--- src/rtl/ps2_key_decoder.sv ---
// ----------------------------------------------------------------------------
// ps2_key_decoder
//   Receives raw PS/2 keyboard frames, decodes scan-code set 2 and reports the
//   last released letter key (A..Z = 0..25, Enter = 31) with a one-cycle
//   release strobe for the downstream player FSM.
//
// Ports
//   clk          in   system clock, sole clock domain
//   reset        in   synchronous, active-high reset
//   ps2_clk      in   raw PS/2 clock from keyboard (asynchronous)
//   ps2_data     in   raw PS/2 data from keyboard (asynchronous)
//   keystroke    out  [4:0] last released key code
//   keyReleased  out  one-cycle strobe, cycle after keystroke updates
//   key_held     out  high while a mapped key is down
//   frame_err    out  one-cycle strobe on bad start/parity/stop or timeout
// ----------------------------------------------------------------------------
module ps2_key_decoder #(
    parameter int TIMEOUT_CYCLES = 100000,
    parameter int SYNC_STAGES    = 2
) (
    input  logic       clk,
    input  logic       reset,
    input  logic       ps2_clk,
    input  logic       ps2_data,
    output logic [4:0] keystroke,
    output logic       keyReleased,
    output logic       key_held,
    output logic       frame_err
);

    localparam int TW = $clog2(TIMEOUT_CYCLES + 1);

    typedef enum logic [1:0] {
        ST_IDLE      = 2'd0,
        ST_BREAK     = 2'd1,
        ST_EXT       = 2'd2,
        ST_EXT_BREAK = 2'd3
    } state_t;

    // Odd parity over data+parity bit: XOR of all nine bits must be 1.
    function automatic logic odd_parity_ok(input logic [8:0] v);
        return ^v;
    endfunction

    // Scan-code set 2 to letter code; bit 5 flags a mapped key.
    function automatic logic [5:0] map_key(input logic [7:0] b);
        logic [5:0] r;
        case (b)
            8'h1C: r = {1'b1, 5'd0};
            8'h32: r = {1'b1, 5'd1};
            8'h21: r = {1'b1, 5'd2};
            8'h23: r = {1'b1, 5'd3};
            8'h24: r = {1'b1, 5'd4};
            8'h2B: r = {1'b1, 5'd5};
            8'h34: r = {1'b1, 5'd6};
            8'h33: r = {1'b1, 5'd7};
            8'h43: r = {1'b1, 5'd8};
            8'h3B: r = {1'b1, 5'd9};
            8'h42: r = {1'b1, 5'd10};
            8'h4B: r = {1'b1, 5'd11};
            8'h3A: r = {1'b1, 5'd12};
            8'h31: r = {1'b1, 5'd13};
            8'h44: r = {1'b1, 5'd14};
            8'h4D: r = {1'b1, 5'd15};
            8'h15: r = {1'b1, 5'd16};
            8'h2D: r = {1'b1, 5'd17};
            8'h1B: r = {1'b1, 5'd18};
            8'h2C: r = {1'b1, 5'd19};
            8'h3C: r = {1'b1, 5'd20};
            8'h2A: r = {1'b1, 5'd21};
            8'h1D: r = {1'b1, 5'd22};
            8'h22: r = {1'b1, 5'd23};
            8'h35: r = {1'b1, 5'd24};
            8'h1A: r = {1'b1, 5'd25};
            8'h5A: r = {1'b1, 5'd31};
            default: r = 6'd0;
        endcase
        return r;
    endfunction

    // Receiver state
    logic [SYNC_STAGES-1:0] clk_sync_q, clk_sync_d;
    logic [SYNC_STAGES-1:0] data_sync_q, data_sync_d;
    logic                   clk_prev_q, clk_prev_d;
    logic [3:0]             bit_cnt_q, bit_cnt_d;
    logic [10:0]            frame_q, frame_d;
    logic [TW-1:0]          timer_q, timer_d;
    logic                   byte_valid_q, byte_valid_d;
    logic [7:0]             byte_q, byte_d;
    logic                   frame_err_q, frame_err_d;

    // Decoder state
    state_t                 state_q, state_d;
    logic [4:0]             keystroke_q, keystroke_d;
    logic                   key_held_q, key_held_d;
    logic                   rel_pend_q, rel_pend_d;
    logic                   key_released_q, key_released_d;

    logic                   clk_s, data_s, fall_s;
    logic [5:0]             map_s;

    assign clk_s  = clk_sync_q[SYNC_STAGES-1];
    assign data_s = data_sync_q[SYNC_STAGES-1];
    assign fall_s = clk_prev_q & ~clk_s;
    assign map_s  = map_key(byte_q);

    // Receiver next-state: synchroniser shift, bit capture, frame checks, timeout
    always_comb begin
        clk_sync_d   = {clk_sync_q[SYNC_STAGES-2:0], ps2_clk};
        data_sync_d  = {data_sync_q[SYNC_STAGES-2:0], ps2_data};
        clk_prev_d   = clk_s;
        bit_cnt_d    = bit_cnt_q;
        frame_d      = frame_q;
        timer_d      = timer_q;
        byte_valid_d = 1'b0;
        byte_d       = byte_q;
        frame_err_d  = 1'b0;
        if (fall_s) begin
            timer_d = {TW{1'b0}};
            // Bits shift in from the top; after 10 shifts frame_q[1] is the
            // start bit, [9:2] the data byte and [10] the parity bit.
            frame_d = {data_s, frame_q[10:1]};
            if (bit_cnt_q == 4'd0) begin
                // Reject a bad start bit immediately so we resync on the next edge.
                if (data_s) begin
                    frame_err_d = 1'b1;
                end else begin
                    bit_cnt_d = 4'd1;
                end
            end else if (bit_cnt_q == 4'd10) begin
                bit_cnt_d = 4'd0;
                if (data_s && odd_parity_ok(frame_q[10:2])) begin
                    byte_valid_d = 1'b1;
                    byte_d       = frame_q[9:2];
                end else begin
                    frame_err_d = 1'b1;
                end
            end else begin
                bit_cnt_d = bit_cnt_q + 4'd1;
            end
        end else if (bit_cnt_q != 4'd0) begin
            if (timer_q == TW'(TIMEOUT_CYCLES - 1)) begin
                bit_cnt_d   = 4'd0;
                timer_d     = {TW{1'b0}};
                frame_err_d = 1'b1;
            end else begin
                timer_d = timer_q + {{(TW-1){1'b0}}, 1'b1};
            end
        end else begin
            timer_d = {TW{1'b0}};
        end
    end

    // Decode FSM next-state and output registers
    always_comb begin
        state_d        = state_q;
        keystroke_d    = keystroke_q;
        key_held_d     = key_held_q;
        rel_pend_d     = 1'b0;
        key_released_d = rel_pend_q;   // strobe trails the keystroke update by one cycle
        if (byte_valid_q) begin
            case (state_q)
                ST_IDLE: begin
                    if (byte_q == 8'hF0) begin
                        state_d = ST_BREAK;
                    end else if (byte_q == 8'hE0) begin
                        state_d = ST_EXT;
                    end else if (map_s[5]) begin
                        key_held_d = 1'b1;
                    end else begin
                        state_d = ST_IDLE;
                    end
                end
                ST_BREAK: begin
                    state_d = ST_IDLE;
                    if (map_s[5]) begin
                        keystroke_d = map_s[4:0];
                        key_held_d  = 1'b0;
                        rel_pend_d  = 1'b1;
                    end else begin
                        keystroke_d = keystroke_q;
                    end
                end
                ST_EXT: begin
                    if (byte_q == 8'hF0) begin
                        state_d = ST_EXT_BREAK;
                    end else begin
                        state_d = ST_IDLE;
                    end
                end
                ST_EXT_BREAK: begin
                    state_d = ST_IDLE;
                end
                default: begin
                    state_d = ST_IDLE;
                end
            endcase
        end else begin
            state_d = state_q;
        end
    end

    // State registers with synchronous reset; PS/2 lines idle high
    always_ff @(posedge clk) begin
        if (reset) begin
            clk_sync_q     <= {SYNC_STAGES{1'b1}};
            data_sync_q    <= {SYNC_STAGES{1'b1}};
            clk_prev_q     <= 1'b1;
            bit_cnt_q      <= 4'd0;
            frame_q        <= 11'd0;
            timer_q        <= {TW{1'b0}};
            byte_valid_q   <= 1'b0;
            byte_q         <= 8'd0;
            frame_err_q    <= 1'b0;
            state_q        <= ST_IDLE;
            keystroke_q    <= 5'd0;
            key_held_q     <= 1'b0;
            rel_pend_q     <= 1'b0;
            key_released_q <= 1'b0;
        end else begin
            clk_sync_q     <= clk_sync_d;
            data_sync_q    <= data_sync_d;
            clk_prev_q     <= clk_prev_d;
            bit_cnt_q      <= bit_cnt_d;
            frame_q        <= frame_d;
            timer_q        <= timer_d;
            byte_valid_q   <= byte_valid_d;
            byte_q         <= byte_d;
            frame_err_q    <= frame_err_d;
            state_q        <= state_d;
            keystroke_q    <= keystroke_d;
            key_held_q     <= key_held_d;
            rel_pend_q     <= rel_pend_d;
            key_released_q <= key_released_d;
        end
    end

    assign keystroke   = keystroke_q;
    assign keyReleased = key_released_q;
    assign key_held    = key_held_q;
    assign frame_err   = frame_err_q;

endmodule
--- config.mk ---
export PLATFORM = sky130hd
export DESIGN_NAME = ps2_key_decoder
export DESIGN_NICKNAME = d
export VERILOG_FILES = /design/src/rtl/ps2_key_decoder.sv
export SDC_FILE = /design/constraint.sdc
export NUM_CORES = 1
export LEC_CHECK = 0
export ABC_AREA = 1
export CAP_MARGIN = 20
export CORE_MARGIN = 10
export CORE_UTILIZATION = 45
export CTS_BUF_LIST = sky130_fd_sc_hd__clkbuf_4
export DETAILED_ROUTE_END_ITERATION = 10
export GPL_ROUTABILITY_DRIVEN = 0
export PLACE_DENSITY = 0.7
export SYNTH_ARGS = -nofsm -noshare
export SYNTH_HDL_FRONTEND = slang
export SYNTH_SLANG_ARGS = --single-unit
--- constraint.sdc ---
create_clock -name clk -period 2.7 [get_ports clk]
set_clock_uncertainty 0.15 [all_clocks]
set_input_delay 0.54 -clock clk [delete_from_list [all_inputs] [get_ports clk]]
set_output_delay 0.54 -clock clk [all_outputs]
set_load 0.03 [all_outputs]
---- Word-level counts from Yosys, hierarchy flattened ----
Memories as Yosys holds them, arrays and structs flattened. A register that Yosys moved wholly into a read port is not among the register bits.
Cells that the tools add are included.
word-level totals
  register bits after elaboration ......... 57
  bits in read-only memories .............. 768
  input bits .............................. 4
  word-level logic and storage cells ...... 83
  memories ................................ 1
cells by class
  $add $sub $neg .......................... 2
  equal/unequal tests ..................... 13
  multiplexer cells ....................... 28
  bitwise gates (word level) .............. 8
  reduce and logical (&&, ||, !) cells .... 17
memories
  name              depth  width  read ports  clocked after memory_dff  write ports  line  source
  (name not given)  128    6      1           1                         0            48    case (b)
operators by type and width
  kind                   count
  $mux 4                 6
  $add 17x1->17 const B  1
  $eq 17x17->1 const B   1
  $eq 8x8->1 const B     2
  $mux 7                 2
  $mux 1                 13
  $reduce_xor 9->1       1
  $mux 2                 4
  $ne 2x2->1 const B     4
  $reduce_or 4->1        2
  $not 1->1              7
  $mux 6                 1
  $pmux 2 s3             1
  $reduce_and 3->1       2
  $reduce_and 6->1       1
  $reduce_bool 2->1      3
  $add 4x1->4 const B    1
  $eq 2x2->1 const B     2
  $eq 4x4->1 const B     1
  $logic_not 4->1        1
  $ne 4x4->1 const B     1
  $reduce_and 4->1       1
  $reduce_bool 4->1      1
  $ne 3x3->1 const B     1
  8 further kinds        8

---- Logic depth before layout (Yosys ltp) ----
Gate-level depths: netlist (run 1).
  word-level depth ........................ 6
  gate-level depth with buffers ........... 22
  mapped depth without buffers ............ 22

---- Worst setup path before layout (run 1) ----
OpenSTA, ideal clock, no wires.
  path type ............................... flip-flop to flip-flop
  from .................................... register bit_cnt_q[0]
  to ...................................... register with a tool-made name
  library setup time ...................... 0.059 ns
  data arrival time ....................... 2.286 ns
  data required time ...................... 2.491 ns
  slack ................................... 0.205 ns
  stages on the path, launching flop included .. 17
  buffers on the path ..................... 0
  period minus slack after synthesis ...... 2.495 ns
  path through ............................ dfxtp_1 inv_1 ha_1 nand3_2 nor3_4 nand2_4 nand2_4 nand3_4 ha_1 or2_1 nand2_1 nand2_1 nand3_1 nand2_1 nand2_1 nand2_1 nand2_1
RTL lines
  what                      line  source
  start: declaration        85    logic [3:0] bit_cnt_q, bit_cnt_d;
  start signal: assignment  224   bit_cnt_q <= bit_cnt_d;

==> impl_metrics.ini, run 1 <==
[detailed_routing]
drc = 0
dr_total_vias = 2708
viasPerCell = 4.95
drtPass1Iterations = 4
routedWlPerCell_um = 11.4
dr.first_iter.drc_count = 98
drt_wl_total_um = 6230
antenna_left = 0

[worst_setup_path]
setup.worst_path.start = bit_cnt_q[0]
start_kind = flip-flop
cp_cell_sequence = inv_1, ha_1, nand3_2, nor3_4, buf_12, nand2_4, nand2_4, nand3_4, ha_1, or2_1, nand2_1, nand2_1, nand3_1, nand2_1, nand2_1, nand2_1, nand2_1
end_kind = flip-flop
timing.rr.start = bit_cnt_q[0]
cpPeakStageDelay_ps = 350
cp_max_fo = 7
criticalPathCategory = reg -> reg
critPathTopFamily = simple AND/OR/NAND/NOR gates
crit_required_ps = 2900
cp_slowest_cell = dfxtp_1
critPathArrivalTime_ps = 2670
crit_top_cell = nand2_1
critPathBufInv = 2

[layout]
fillers = 659
final_cell_mix = nand2_1 (87), dfxtp_1 (59), inv_1 (46), nand3_1 (40), nor2_1 (33)
multi_input_area_um2 = 1690
drive_gt1_share_pct = 18.2
antenna-diode-count = 0
fin_nets = 456
syn_to_final_growth_pct = 12.5
fin_util_pct = 52.2
final_common_cell = nand2_1
regArea_um2 = 1220

[power]
p_leak_nw = 1.48
power_density_nw_per_um2 = 431
power.total_mw = 1.53
ir_drop_mv = 0.186

[sta]
final.min_clock_period_ps = 2480
timing.final.crit_share_pct = 91.7
worst_slew_pin_slew_ps = 566
slew_headroom_pct = 61.9
drv_slew = 0
holdWs_ps = 258
fmax_mhz = 404
final-hold-violation-count = 0
finalSetupViolCount = 0
tns_ps = 0
rsz0062_at_grt = no

[floorplan]
core_area_um2 = 6790
rows = 30
ioPinCount = 12
dieArea_um2 = 10800
die_h_um = 104
fp.dieW_um = 104
start_util_pct = 46.4

[yosys]
synth_top_area_cell = dfxtp_1
async_flop_share_pct = 0
synth-seq-cells = 61
synth_area_um2 = 3160
yosysSeqAreaShare_pct = 38.7
synth_nets = 432
synth_edf_count = 0
synth_ff_type = dfxtp_1
yosysTopAreaCellShare_pct = 38.7
yosys-top-cells-area = dfxtp_1 (39%), nand2_1 (10%), nand3_1 (6.3%), inv_1 (5.5%), nor2_1 (3.9%)
synth_cells = 423
ys_warn_count = 0
synth_cell_type_count = 43
syn_avg_cell_area_um2 = 7.46

[clock_network]
cts_tree = yes
cts_max_path_buffers = 2
cts-buffers-inserted = 9
clk_pin_slew_ps = 100
htree_num_levels = 3
root_buffer = clkbuf_4
clk_latency_ps = 400
clock-sinks = 61

[grt]
grt_pass1_wl_um = 11200
grt_max_degree = 22
grt_usage_pct = 12.0
grt_pass1_vias = 2612
antenna_found_initial = 0
grt_overflow = 0

[placed_design]
port_buffers = 11
place_hpwl_um = 4710

[hold_path]
holdCritPathClass = reg -> reg
min-delay-start = key_released_d

[status]
outcome = complete, no violations

[flow_run]
drv_cap = 0
## worst min-delay path, delay by kind of cell, from the launching register on
family	cells	cell delay, ps
flops	1	310
buf+inv	1	40
simple gates	1	30
## stage by stage
step / setup WS [ps] / std cells / area, µm²
6_report: 224 / 547 / 3550
5_1_grt: 1.61 / 547 / 3550
4_1_cts: 25.8 / 545 / 3510
3_5_place_dp: 81.6 / 530 / 3410
3_3_place_gp: 178 / 530 / 3410
2_1_floorplan: 205 / 423 / 3160
## timing repair
item,in CTS,in global routing
setup endpoints to repair,0,6
hold buffers,0,0
setup buffers,0,2
gates resized for setup,0,3
## cell families (layout without fill, tap and decap cells)
logic type | after synthesis | in the layout | share of synthesized area [%]
adder cells (fa/ha/maj) | 5 | 5 | 1.98
AND/OR/NAND/NOR | 229 | 229 | 38.4
buffers and inverters | 65 | 93 | 8.13
XOR/XNOR | 7 | 7 | 2.18
AO/OA/AOI/OAI | 56 | 56 | 10.6
flip-flops | 61 | 61 | 38.7
## where the power goes
part | leakage (nW) | switching [mW] | total, mW | internal (mW)
logic | 0.929 | 0.0691 | 0.105 | 0.0356
registers | 0.494 | 0.00885 | 0.919 | 0.910
clock network | 0.0557 | 0.318 | 0.506 | 0.188
## final timing paths
check	slack [ps]	cells after the start	endpoint
hold reg to reg	260	2	keyReleased
setup / recovery	220	17	flip-flop
setup reg to reg	220	17	flip-flop
hold / removal	260	2	keyReleased
## layout make-up
cell class | instances | area share (%)
Clock buffer | 10 | 2.12
Clock inverter | 5 | 0.811
Inverter | 58 | 6.35
Multi-Input combinational cell | 297 | 47.5
Sequential cell | 61 | 34.5
Tap cell | 96 | 3.39
Timing Repair Buffer | 20 | 5.36
## metal layers
layer / global-route usage, % / share of wire [%] / wire, µm
met5: 0 / 0 / 0
met4: 5.17 / 1.4 / 89
met3: 3.72 / 3.0 / 189
met2: 20.3 / 49 / 3020
met1: 13.6 / 47 / 2930
## flip-flops by register name, summed over array words and instances, names as in the netlist, named ones only
name	count
keyReleased	1
frame_q	9
keystroke	5
key_held	1
bit_cnt_q	4
clk_sync_q	2
timer_q	17
byte_valid_q	1
data_sync_q	2
clk_prev_q	1
key_released_d	1
state_q	2
frame_err	1
byte_q	8
## synth_stat cells (all sizes together) (3+ instances only)
library cell / number
or2: 6
nor4: 8
clkbuf: 4
buf: 3
dfxtp: 61
xor2: 6
a211oi: 3
inv: 56
o21ai: 20
ha: 5
nor3: 14
nor2: 41
nand3: 50
nand2: 103
a21oi: 26
nand4: 6
No activity file was read; power rests on OpenSTA's default activity.
==> run 2, diff against run 1 <==
Settings changed: CAP_MARGIN 20 to 15.
==> results of run 2 <==
Final layout, timing and power as in run 1 (identical DEF).
==> run 3, diff against run 2 <==
Settings changed: ABC_AREA 1 to 0, CORE_ASPECT_RATIO set to 1.4.
==> impl_metrics.ini, run 3 <==
[placed_design]
place_hpwl_um = 6250
port_buffers = 11
placedCellCount = 528

[floorplan]
start_util_pct = 46.5
fp.dieW_um = 93.9
core_area_um2 = 7410
dieArea_um2 = 11600
ioPinCount = 12
die_h_um = 124
rows = 37

[clock_network]
cts_hold_buffers = 0
clock-sinks = 61
clk_latency_ps = 440
cts_max_path_buffers = 2
clk_pin_slew_ps = 120
htree_num_levels = 3
cts_tree = yes
cts-buffers-inserted = 9
root_buffer = clkbuf_4

[layout]
largest_reg_flops = 17
final_cell_mix = dfxtp_1 (58), nor2_1 (57), nand2_1 (54), buf_4 (30), a21oi_1 (21)
syn_to_final_growth_pct = 20.4
antenna-diode-count = 0
max_flop_register = timer_q
final_common_cell = dfxtp_1
fin_cells = 554
regArea_um2 = 1220
multi_input_area_um2 = 2210
fin_nets = 461
drive_gt1_share_pct = 21.9
reg.largest.list = timer_q: 17 flops, frame_q: 9 flops, byte_q: 8 flops
fillers = 647

[hold_path]
holdCritPathClass = reg -> reg
hold_path_end = data_sync_q[1]
whs_path_depth = 1
min-delay-start = data_sync_q[0]

[worst_setup_path]
cp_max_fo = 6
criticalPathCategory = reg -> reg
reg2reg_depth = 10
timing.rr.start = frame_q[2]
crit_required_ps = 2860
critPathArrivalTime_ps = 2900
start_kind = flip-flop
rrSetupSlack_ps = -40
end_kind = flip-flop

[sta]
rsz0062_at_grt = yes
finalSetupViolCount = 5
final-hold-violation-count = 0
final.min_clock_period_ps = 2740
finalWorstSetupSlack_ps = -37.6
worst_slew_pin_slew_ps = 588
holdWs_ps = 274
drv_slew = 0
fmax_mhz = 365
timing.final.crit_share_pct = 101
slew_headroom_pct = 60.7

[power]
seqPwrFrac_pct = 55.8
p_sw_share_pct = 25.6
power.share.combinational_pct = 3.6
power.total_mw = 1.63
power.internal_mw = 1.21
p_leak_nw = 1.51
ir_drop_mv = 0.269
clkPwrFrac_pct = 40.6
power_density_nw_per_um2 = 393
p_sw_uw = 417

[detailed_routing]
routedWlPerCell_um = 17.2
drtPass1Iterations = 7
antenna_left = 0
drt_wl_total_um = 9550
dr_total_vias = 3369
viasPerCell = 6.08
drc = 0
dr.first_iter.drc_count = 480

[yosys]
ys_warn_count = 0
yosys-top-cells-area = dfxtp_1 (35%), nor2_1 (6.2%), nand2_1 (6.1%), mux2i_1 (5.2%), a21oi_1 (3.8%)
synth-seq-cells = 61
synth_top_cells_by_count = dfxtp_1 (61), nor2_1 (57), nand2_1 (56), a21oi_1 (26), mux2i_1 (18)
synth_area_um2 = 3440
yosysTopAreaCellShare_pct = 35.5
async_flop_share_pct = 0
syn_avg_cell_area_um2 = 8.22
synth_nets = 428
synth_edf_count = 0
synth_most_common_cell = dfxtp_1
synth_ff_type = dfxtp_1
synth_top_area_cell = dfxtp_1
yosysSeqAreaShare_pct = 35.5
synth_cell_type_count = 61
synth_cells = 419

[grt]
grt_usage_pct = 15.4
grt_pass1_vias = 3063
grt_pass1_wl_um = 14300
grt_max_degree = 22
antenna_found_initial = 0
grt_overflow = 0

[flow_run]
drv_cap = 0

[status]
violations = negative setup slack
outcome = complete, but fails checks
==> run 3: changes by cell type after synthesis, moves of 9 or more <==
| cell | before | now |
|---|---|---|
| inv_2 | 9 | 0 |
| nand2b_1 | 0 | 10 |
| inv_1 | 46 | 10 |
| clkbuf_1 | 4 | 17 |
| mux2i_1 | 0 | 18 |
| nor2_1 | 33 | 57 |
| nand3_1 | 40 | 7 |
| nand2_1 | 87 | 56 |
| o21ai_0 | 18 | 9 |
| nand2_2 | 11 | 0 |
==> run 3: layout make-up <==
type	instances	area share (%)
clock inverters	7	1.81
well taps	97	2.93
multi-input cells	323	53.4
flip-flops and latches	61	29.6
clock buffers	9	1.63
inverters	10	0.906
repair buffers	47	9.81
==> run 3: cell families after synthesis <==
group | after synthesis | share of synthesized area, %
AOI/OAI and AO/OA | 67 | 12.6
xor gates and xnor gates | 23 | 7.41
DFF | 61 | 35.5
muxes | 24 | 8.18
and+or+nand+nor | 202 | 29.3
buffers and inverters | 37 | 5.23
adders and majority gates | 5 | 1.82
==> run 3: worst max path at each step <==
stage	startpoint	end	slack, ps	cells after the start
floorplan	bit_cnt_q[0]	flip-flop	10	13
global placement	frame_q[10]	flip-flop	70	7
detailed placement	frame_q[10]	flip-flop	7	7
CTS	frame_q[10]	flip-flop	30	7
global route	frame_q[2]	flip-flop	-150	8
finish	frame_q[2]	flip-flop	-40	10
==> run 3: repair_timing <==
item                                   4_1_cts  5_1_grt
resized for setup                            3       30
gates cloned                                 1        1
endpoints found under the hold margin        0        0
pin swaps                                    0       11
setup buffers                                2        6
setup endpoints to repair                    2        6
==> run 3: routing by layer <==
metal  share of wire [%]  vias up  wire length, µm  global-route usage (%)
met5                   0        -                0                       0
met4                 6.5        0              624                    10.9
met3                 9.3       85              887                    3.15
met1                  37     1532             3520                    16.0
li1                    -     1532                -                       -
met2                  47      220             4520                    27.1
==> run 3: metrics by stage <==
stage | util [%] | TNS, ps | instance area (µm²) | setup slack, ps
6_report | 56.0 | -137 | 4150 | -37.6
3_5_place_dp | 50.6 | 0 | 3740 | 7.00
4_1_cts | 53.0 | 0 | 3930 | 31.0
3_3_place_gp | 50.6 | 0 | 3740 | 65.9
5_1_grt | 56.0 | -591 | 4150 | -149
2_1_floorplan | - | 0 | 3460 | 10.1
==> run 3: worst max-delay path: stages, from the launching register on <==
cell,delay (ps)
dfxtp_2,370
xor2_2,200
xnor3_2,530
mux2_4,320
nand2_2,70
a21oi_2,160
inv_1,90
ha_4,280
mux2i_1,80
o21ai_0,230
o211ai_1,120
==> run 3: power by group through the flow <==
stage	sequential, mW	clock, mW	combinational (mW)
CTS	0.908	0.671	0.0536
global placement	0.928	0	0.0509
global route	0.909	0.711	0.0630
floorplan	0.927	0	0.0343
finish	0.908	0.661	0.0590
detailed placement	0.928	0	0.0524
